<file path="config.mk">
export PLATFORM = sky130hd
export DESIGN_NAME = alu_op_seq
export DESIGN_NICKNAME = d
export VERILOG_FILES = /design/src/rtl/alu_op_seq.sv
export SDC_FILE = /design/constraint.sdc
export NUM_CORES = 1
export LEC_CHECK = 0
export BUFFER_PORTS_ARGS = -buffer_cell sky130_fd_sc_hd__buf_2
export CORE_ASPECT_RATIO = 1.4
export CORE_MARGIN = 4
export CORE_UTILIZATION = 51
export DETAILED_ROUTE_END_ITERATION = 16
export GPL_ROUTABILITY_DRIVEN = 1
export PLACE_DENSITY_LB_ADDON = 0.12
export SLEW_MARGIN = 0
export SYNTH_ARGS = -nofsm -noshare
export SYNTH_HDL_FRONTEND = slang
export SYNTH_SLANG_ARGS = --single-unit
</file>
<file path="constraint.sdc">
create_clock -name clk -period 2.75 [get_ports clk]
set_input_delay 0.55 -clock clk [delete_from_list [all_inputs] [get_ports clk]]
set_output_delay 0.55 -clock clk [all_outputs]
set_load 0.01 [all_outputs]
</file>
<file path="src/rtl/alu_op_seq.sv">
// Board-level sequencer for the 5-bit ALU: debounces buttons, captures operands and function
// from the switches, holds them for one execute cycle and registers the result for display.
module alu_op_seq #(
    parameter int DB_CYCLES = 4,
    parameter int CNT_W     = 8
) (
    input  logic        clk,
    input  logic        rst,
    input  logic [4:0]  btn,
    input  logic [15:0] sw,
    output logic [4:0]  alu_a,
    output logic [4:0]  alu_b,
    output logic [2:0]  alu_func,
    input  logic [4:0]  alu_out,
    input  logic        alu_zero,
    input  logic        alu_overflow,
    input  logic        alu_carry,
    output logic        busy,
    output logic [15:0] ledr,
    output logic [3:0]  seg1,
    output logic [3:0]  seg2
);

    localparam int DBW = (DB_CYCLES < 1) ? 1 : $clog2(DB_CYCLES + 1);
    localparam logic [DBW-1:0] DB_MAX = DBW'(DB_CYCLES);

    typedef enum logic [2:0] {
        IDLE  = 3'b000,
        GOT_A = 3'b001,
        EXEC  = 3'b010,
        SHOW  = 3'b011
    } state_t;

    state_t              state, state_next;
    logic [2:0][DBW-1:0] db_cnt;
    logic [2:0]          db_level, db_level_q, press;
    logic                clr_p, chn_p, nxt_p;
    logic                load_a, load_a_chain, load_bf, do_clear, do_exec;
    logic [4:0]          result;
    logic                flag_z, flag_o, flag_c;
    logic [CNT_W-1:0]    op_count;
    logic                unused_bits;

    assign unused_bits = ^{btn[4:3], sw[15:13]};

    // Saturating per-button counters; a press is the rising edge of the saturated level.
    always_ff @(posedge clk) begin
        if (rst) begin
            db_cnt     <= '0;
            db_level_q <= '0;
        end else begin
            for (int i = 0; i < 3; i++) begin
                if (!btn[i])
                    db_cnt[i] <= '0;
                else if (db_cnt[i] != DB_MAX)
                    db_cnt[i] <= db_cnt[i] + 1'b1;
            end
            db_level_q <= db_level;
        end
    end

    always_comb begin
        db_level = '0;
        for (int i = 0; i < 3; i++)
            db_level[i] = (db_cnt[i] == DB_MAX);
    end

    assign press = db_level & ~db_level_q;
    assign clr_p = press[2];
    assign chn_p = press[1] & ~press[2];
    assign nxt_p = press[0] & ~press[1] & ~press[2];

    always_ff @(posedge clk) begin
        if (rst)
            state <= IDLE;
        else
            state <= state_next;
    end

    always_comb begin
        state_next   = state;
        load_a       = 1'b0;
        load_a_chain = 1'b0;
        load_bf      = 1'b0;
        do_clear     = 1'b0;
        do_exec      = 1'b0;
        case (state)
            IDLE: begin
                if (clr_p) begin
                    do_clear = 1'b1;
                end else if (nxt_p) begin
                    load_a     = 1'b1;
                    state_next = GOT_A;
                end
            end
            GOT_A: begin
                if (clr_p) begin
                    do_clear   = 1'b1;
                    state_next = IDLE;
                end else if (nxt_p) begin
                    load_bf    = 1'b1;
                    state_next = EXEC;
                end
            end
            EXEC: begin
                do_exec    = 1'b1;
                state_next = SHOW;
            end
            SHOW: begin
                if (clr_p) begin
                    do_clear   = 1'b1;
                    state_next = IDLE;
                end else if (chn_p) begin
                    load_a_chain = 1'b1;
                    load_bf      = 1'b1;
                    state_next   = EXEC;
                end else if (nxt_p) begin
                    state_next = IDLE;
                end
            end
            default: state_next = IDLE;
        endcase
    end

    // Operands only move on capture edges, so the ALU sees stable inputs for the whole EXEC cycle.
    always_ff @(posedge clk) begin
        if (rst) begin
            alu_a    <= '0;
            alu_b    <= '0;
            alu_func <= '0;
            result   <= '0;
            flag_z   <= 1'b0;
            flag_o   <= 1'b0;
            flag_c   <= 1'b0;
            op_count <= '0;
        end else begin
            if (do_clear) begin
                alu_a    <= '0;
                alu_b    <= '0;
                alu_func <= '0;
                result   <= '0;
                flag_z   <= 1'b0;
                flag_o   <= 1'b0;
                flag_c   <= 1'b0;
            end
            if (load_a)
                alu_a <= sw[4:0];
            if (load_a_chain)
                alu_a <= result;
            if (load_bf) begin
                alu_b    <= sw[9:5];
                alu_func <= sw[12:10];
            end
            if (do_exec) begin
                result   <= alu_out;
                flag_z   <= alu_zero;
                flag_o   <= alu_overflow;
                flag_c   <= alu_carry;
                op_count <= op_count + 1'b1;
            end
        end
    end

    assign busy = (state == EXEC);
    assign ledr = {alu_a, state, flag_c, flag_o, flag_z, result};
    assign seg1 = result[3:0];
    assign seg2 = op_count[3:0];

endmodule

</file>
# Yosys cells after proc, flatten, opt, wreduce, memory -nomap -nowiden
# Index checks and enable logic that the tools add are counted.
[op_classes]
addsub = 4
eq_ne = 13
n_mux = 29
n_bitwise = 10
reduce_logical = 9
[ops]
columns = ["op", "count"]
rows = [
  ["3-bit two-way mux", 9],
  ["5-bit two-way mux", 5],
  ["1-bit two-way mux", 13],
  ["3-bit != test, second input constant", 4],
  ["3-bit one-hot mux with 4 select lines", 1],
  ["3-bit by 1-bit adder with 3-bit output, second input constant", 3],
  ["3-bit equality test, second input constant", 3],
  ["8-bit by 1-bit adder with 8-bit output, second input constant", 1],
  ["3-bit by 2-bit equality test with 1-bit output, second input constant", 2],
  ["2-bit OR reduction", 3],
  ["1-bit NOT", 5],
  ["2-bit != test, second input constant", 2],
  ["4-bit != test, second input constant", 1],
  ["4-bit AND reduction", 1],
  ["2-bit nonzero test", 2],
  ["1-bit AND", 3],
  ["3-bit AND", 1],
  ["3-bit by 1-bit equality test with 1-bit output, second input constant", 1],
  ["3-bit logical NOT", 1],
  ["3-bit NOT", 1],
  ["3-bit nonzero test", 1],
  ["3-bit OR reduction", 1],
  ["1-bit one-hot mux with 2 select lines", 1],
]
[word_totals]
regBits = 44
input_bits = 31
elab_cells = 78

# Depth between registers and ports, before layout
[logic_depth]
word_depth = 10
ltp_mapped = 7
depth_no_buf = 6

# Worst setup path after synthesis
# Ideal clock, no wire load.
[synth_path]
kind = "reg2out"
start = "register state[0]"
end = "output busy"
arrival_time_ns = 1.088
required_time_ns = 2.200
setup_slack_ns = 1.112
stages_incl_launch_ff = 5
path_buffers = 1
cell_sequence = "dfxtp_1 inv_2 nand2_1 inv_1 buf_2"
[synth_between]
elab_chain_len = 1
[synth_rtl]
columns = ["element", "line_no", "rtl"]
rows = [
  ["from (decl)", "34", "state_t state, state_next;"],
  ["from (signal assigned)", "77", "state <= state_next;"],
  ["3-bit by 2-bit equality test with 1-bit output", "164", "assign busy = (state == EXEC);"],
  ["to (decl)", "18", "output logic busy,"],
]
# Every way passes these cells.

# Final worst setup path
# Same ends and word-level chain as after synthesis.

==> run summary <==
The classification of the worst setup path is reg -> out. Leaving out filler cells and counting taps, the final layout contains around 280. The worst relative slew slack is between 50% and 60%. The tree built by TritonCTS fans out to 39 sinks. In this run the number of H-tree levels came out at 2. The flip-flop and latch count after synthesis came out at 39. The routability congestion estimate from global placement is 0.882.

The share of cells above drive strength 1 came out at 32.6%. In this run the mean area of a mapped cell was between 9 and 10 µm². The path depth of the worst reg2reg path came out at 6.

The path with the worst hold slack has its endpoint at alu_func[2]. Derived from the worst setup path, the maximum achievable clock frequency is 0.453 GHz. The global-route wire length before repair is roughly 6400 µm. In the synthesized netlist, the number of instances is around 190. In the layout the commonest cells are sky130_fd_sc_hd__buf_2, sky130_fd_sc_hd__dfxtp_1, sky130_fd_sc_hd__nand2_1, sky130_fd_sc_hd__nor2_1, sky130_fd_sc_hd__a21oi_1.

The worst setup path is captured at an output port. The total count of hold-check failures in the final report is 0. The die is about 77 µm tall. The net switching component of the power is 0.224 mW. The number of buffers inserted for hold repair after clock tree synthesis is 0.

The worst hold path passes through 2 cells. The slew at the pin with the worst max-slew slack came out at approximately 0.63 ns. The clock passes through at most 2 buffers. Setup total negative slack on the finished layout was measured at 0 ns.

The floorplan has 24 rows. The total via count after detailed routing is roughly 1500. The clock latency of the later-clocked register in the worst-skew pair is ~0.29 ns.

The data arrival time at the worst-slack endpoint is ~1.7 ns. The wire length per cell after detailed routing came out at 14.1 µm. Synthesis instantiated 37 different standard cells from the library. The net count after synthesis is ~230. The number of placed instances, taps included came out at 270.

The count of buffers from port buffering came out at 62. For this design the ratio of total power to cell area is around 560 nW/µm². The die covers between 4000 and 5000 µm².

The startpoint of the worst-slack reg-to-reg timing path is db_cnt[6]. The data required time at the worst endpoint is 2.20 ns. The combinational cell fraction of total power is between 4 and 5%. The global router's overall resource usage came out at 18.2%. The maximum number of pins on one net before global-route repair is 30. After the first detailed-routing iteration, the DRC count stood at 79. The number of buffers inserted during clock tree synthesis is 5. The relative area change from synthesis to final layout is 20.9%. The worst path uses between 80% and 90% of the clock period. The worst IR drop on VDD came out at slightly below 0.6 mV. The antenna diode count came out at 0. The register cell area after layout is between 700 and 800 µm². Setup violations remaining at the end of the flow were counted as 0. The total overflow reported by the global router came out at 0. The final clock skew came out at around 0.0066 ns. In this run the worst hold path is classified as in -> reg. The HPWL after detailed placement came out at approximately 3000 µm. The worst setup slack for register-to-register paths came out at between 0.6 and 0.7 ns. After clock tree synthesis, the clock-pin slew on the worst setup and hold paths is around 0.07 ns. The internal power of the cells totals between 0.9 and 1 mW.

The initial standard-cell utilization of the core came out at ~54%. The run finished with clean final reports. The floorplan die width is roughly 57 µm. The beginning of the worst hold path is sw[12]. The cell sitting at the root of the clock tree is a sky130_fd_sc_hd__clkbuf_8. For this design the top-level I/O count stands at 69. The number of buffers added for setup after CTS came out at 0.

Before antenna repair, the detailed router went through 5 iterations. Max-cap violations in this run came to 0. The number of global-route vias before repair was 1461.

For this run, design rule violations remaining after detail routing come to 0. The share of power burned in the clock network came out at a little under half. The library cell used most frequently in the layout, excluding fill and tap cells, is sky130_fd_sc_hd__buf_2.

The routed design has slightly below 4000 µm of wire. The final net count is ~280. The multi-input logic area came out at around 800 µm². The ratio of routed vias to standard cells came out at approximately 5.4. The switching portion of total power is between 10% and 20%. The number of gates resized after CTS was 0. The remaining number of nets flagged by the antenna check after routing came out at 0.

Final hold analysis gives a worst-case slack of between 0.4 and 0.5 ns. The placeable core region came out at 3210 µm². The endpoint identified for the worst register-to-register timing path is alu_func[0].

The cell leakage power is about 0.94 nW. The number of antenna violations at the first check in global routing came to 0. The number of filler instances in the final layout came out at around 260.

STA classifies the critical path startpoint as a flop. Summing every instance area after synthesis gives approximately 1700 µm². The share of power burned in registers is 48.6%. During synthesis, Yosys emitted a total of 0 warnings. The TritonCTS clock tree is built. After synthesis, flip-flops and latches occupy roughly 45% of the total area. Setup repair after global routing left no endpoint under its margin.

Of all nets on the critical path, the largest fanout is 13. The shortest period the worst path allows is 2.21 ns. The max-slew violation count is 0.
==> power groups by stage <==
| stage | sequential [mW] | clock (mW) | combinational (mW) |
|---|---|---|---|
| floorplan | 0.586 | 0 | 0.0300 |
| global placement | 0.586 | 0 | 0.0499 |
| detailed placement | 0.587 | 0 | 0.0531 |
| CTS | 0.573 | 0.566 | 0.0536 |
| global route | 0.574 | 0.595 | 0.0596 |
| finish | 0.574 | 0.553 | 0.0527 |
==> metrics by stage <==
step	total power [mW]	setup WS, ns	instance area (µm²)	utilization, %
floorplan	0.616	1.11	1750	-
global placement	0.636	0.702	1980	61.7
detailed placement	0.640	0.645	1980	61.7
CTS	1.19	0.537	2110	65.8
global route	1.23	0.398	2110	65.8
finish	1.18	0.545	2110	65.8
==> synthesized netlist by cell type <==
cell                        count  share of area (%)
sky130_fd_sc_hd__nor4_2         1               0.72
sky130_fd_sc_hd__nor3_4         1               0.93
sky130_fd_sc_hd__nor4b_4        1                1.4
sky130_fd_sc_hd__buf_1          1               0.21
sky130_fd_sc_hd__a31o_2         1               0.50
sky130_fd_sc_hd__or4_1          1               0.43
sky130_fd_sc_hd__and3b_4        1               0.72
sky130_fd_sc_hd__nand3b_1       1               0.43
sky130_fd_sc_hd__and3b_1        1               0.50
sky130_fd_sc_hd__a2111oi_4      1                1.6
sky130_fd_sc_hd__nor2_1        17                3.6
sky130_fd_sc_hd__xor2_1         2                1.0
sky130_fd_sc_hd__nor3_1         4                1.1
sky130_fd_sc_hd__o21ai_0        1               0.29
sky130_fd_sc_hd__a21oi_1       13                3.7
sky130_fd_sc_hd__inv_2          1               0.21
sky130_fd_sc_hd__xnor2_1        4                2.0
sky130_fd_sc_hd__nand2_1       23                4.9
sky130_fd_sc_hd__a22oi_1        5                2.1
sky130_fd_sc_hd__nand4_1        1               0.36
sky130_fd_sc_hd__nand4bb_1      1               0.64
sky130_fd_sc_hd__nand4b_1       1               0.50
sky130_fd_sc_hd__nand3_1       11                3.1
sky130_fd_sc_hd__buf_4         14                6.0
sky130_fd_sc_hd__inv_1          8                1.7
sky130_fd_sc_hd__clkbuf_1       2               0.43
sky130_fd_sc_hd__o2bb2ai_1      5                2.5
sky130_fd_sc_hd__a22o_1         8                4.0
sky130_fd_sc_hd__a221oi_1       1               0.50
sky130_fd_sc_hd__conb_1         1               0.21
sky130_fd_sc_hd__ha_1           7                5.0
sky130_fd_sc_hd__o31ai_1        2               0.86
sky130_fd_sc_hd__buf_2          2               0.57
sky130_fd_sc_hd__a21oi_2        1               0.50
sky130_fd_sc_hd__a311oi_2       1               0.86
sky130_fd_sc_hd__nand2b_1       3                1.1
sky130_fd_sc_hd__dfxtp_1       39                 45
==> worst max-delay path, stage by stage (launching register included) <==
cell and delay, ns:
sky130_fd_sc_hd__dfxtp_1 0.38, sky130_fd_sc_hd__inv_2 0.17, sky130_fd_sc_hd__nand2_1 0.24, sky130_fd_sc_hd__inv_1 0.37
sky130_fd_sc_hd__buf_2 0.20
==> sequential cells by signal, indices dropped and copies added, names as in the netlist <==
name and cells:
db_level_q 3, state 2, alu_b 5, op_count 4
result 5, db_cnt 9, alu_func 3, flag_c 1
flag_o 1, flag_z 1, alu_a 5
==> final cells by class <==
| cell class | instances | area share [%] |
|---|---|---|
| Clock inverter | 2 | 2.84 |
| Tap cell | 39 | 2.31 |
| Multi-Input combinational cell | 121 | 38.2 |
| Clock buffer | 6 | 3.43 |
| Inverter | 9 | 1.60 |
| Sequential cell | 39 | 36.9 |
| Timing Repair Buffer | 62 | 14.7 |
==> worst max path at each step <==
| stage | start | endpoint | slack [ns] | depth (start not counted) |
|---|---|---|---|---|
| after detailed placement | db_cnt[6] | alu_b[3] | 0.65 | 6 |
| after global placement | db_cnt[6] | alu_b[0] | 0.70 | 6 |
| after floorplan | state[0] | busy | 1.11 | 4 |
| final | state[0] | busy | 0.54 | 4 |
| after CTS | state[0] | busy | 0.54 | 4 |
| after global routing | state[1] | busy | 0.40 | 3 |
==> per-layer routing <==
metal / vias up / GRT usage (%) / wire length [µm]
met2: 59 / 32.4 / 2060
met4: 0 / 9.28 / 80
li1: 740 / - / -
met5: - / 0 / 0
met3: 9 / 4.37 / 297
met1: 701 / 19.2 / 1470
==> cell families (layout without fill, tap and decap cells) <==
group,Yosys count,count (layout),synth area share (%)
AOI/OAI and AO/OA,39,39,17.5
xor gates and xnor gates,6,6,3.00
adders and majority gates,7,7,5.01
buffers and inverters,28,79,9.16
DFF,39,39,44.6
other,1,1,0.214
and+or+nand+nor,68,68,20.5
Power figures use the tool's default switching activity.
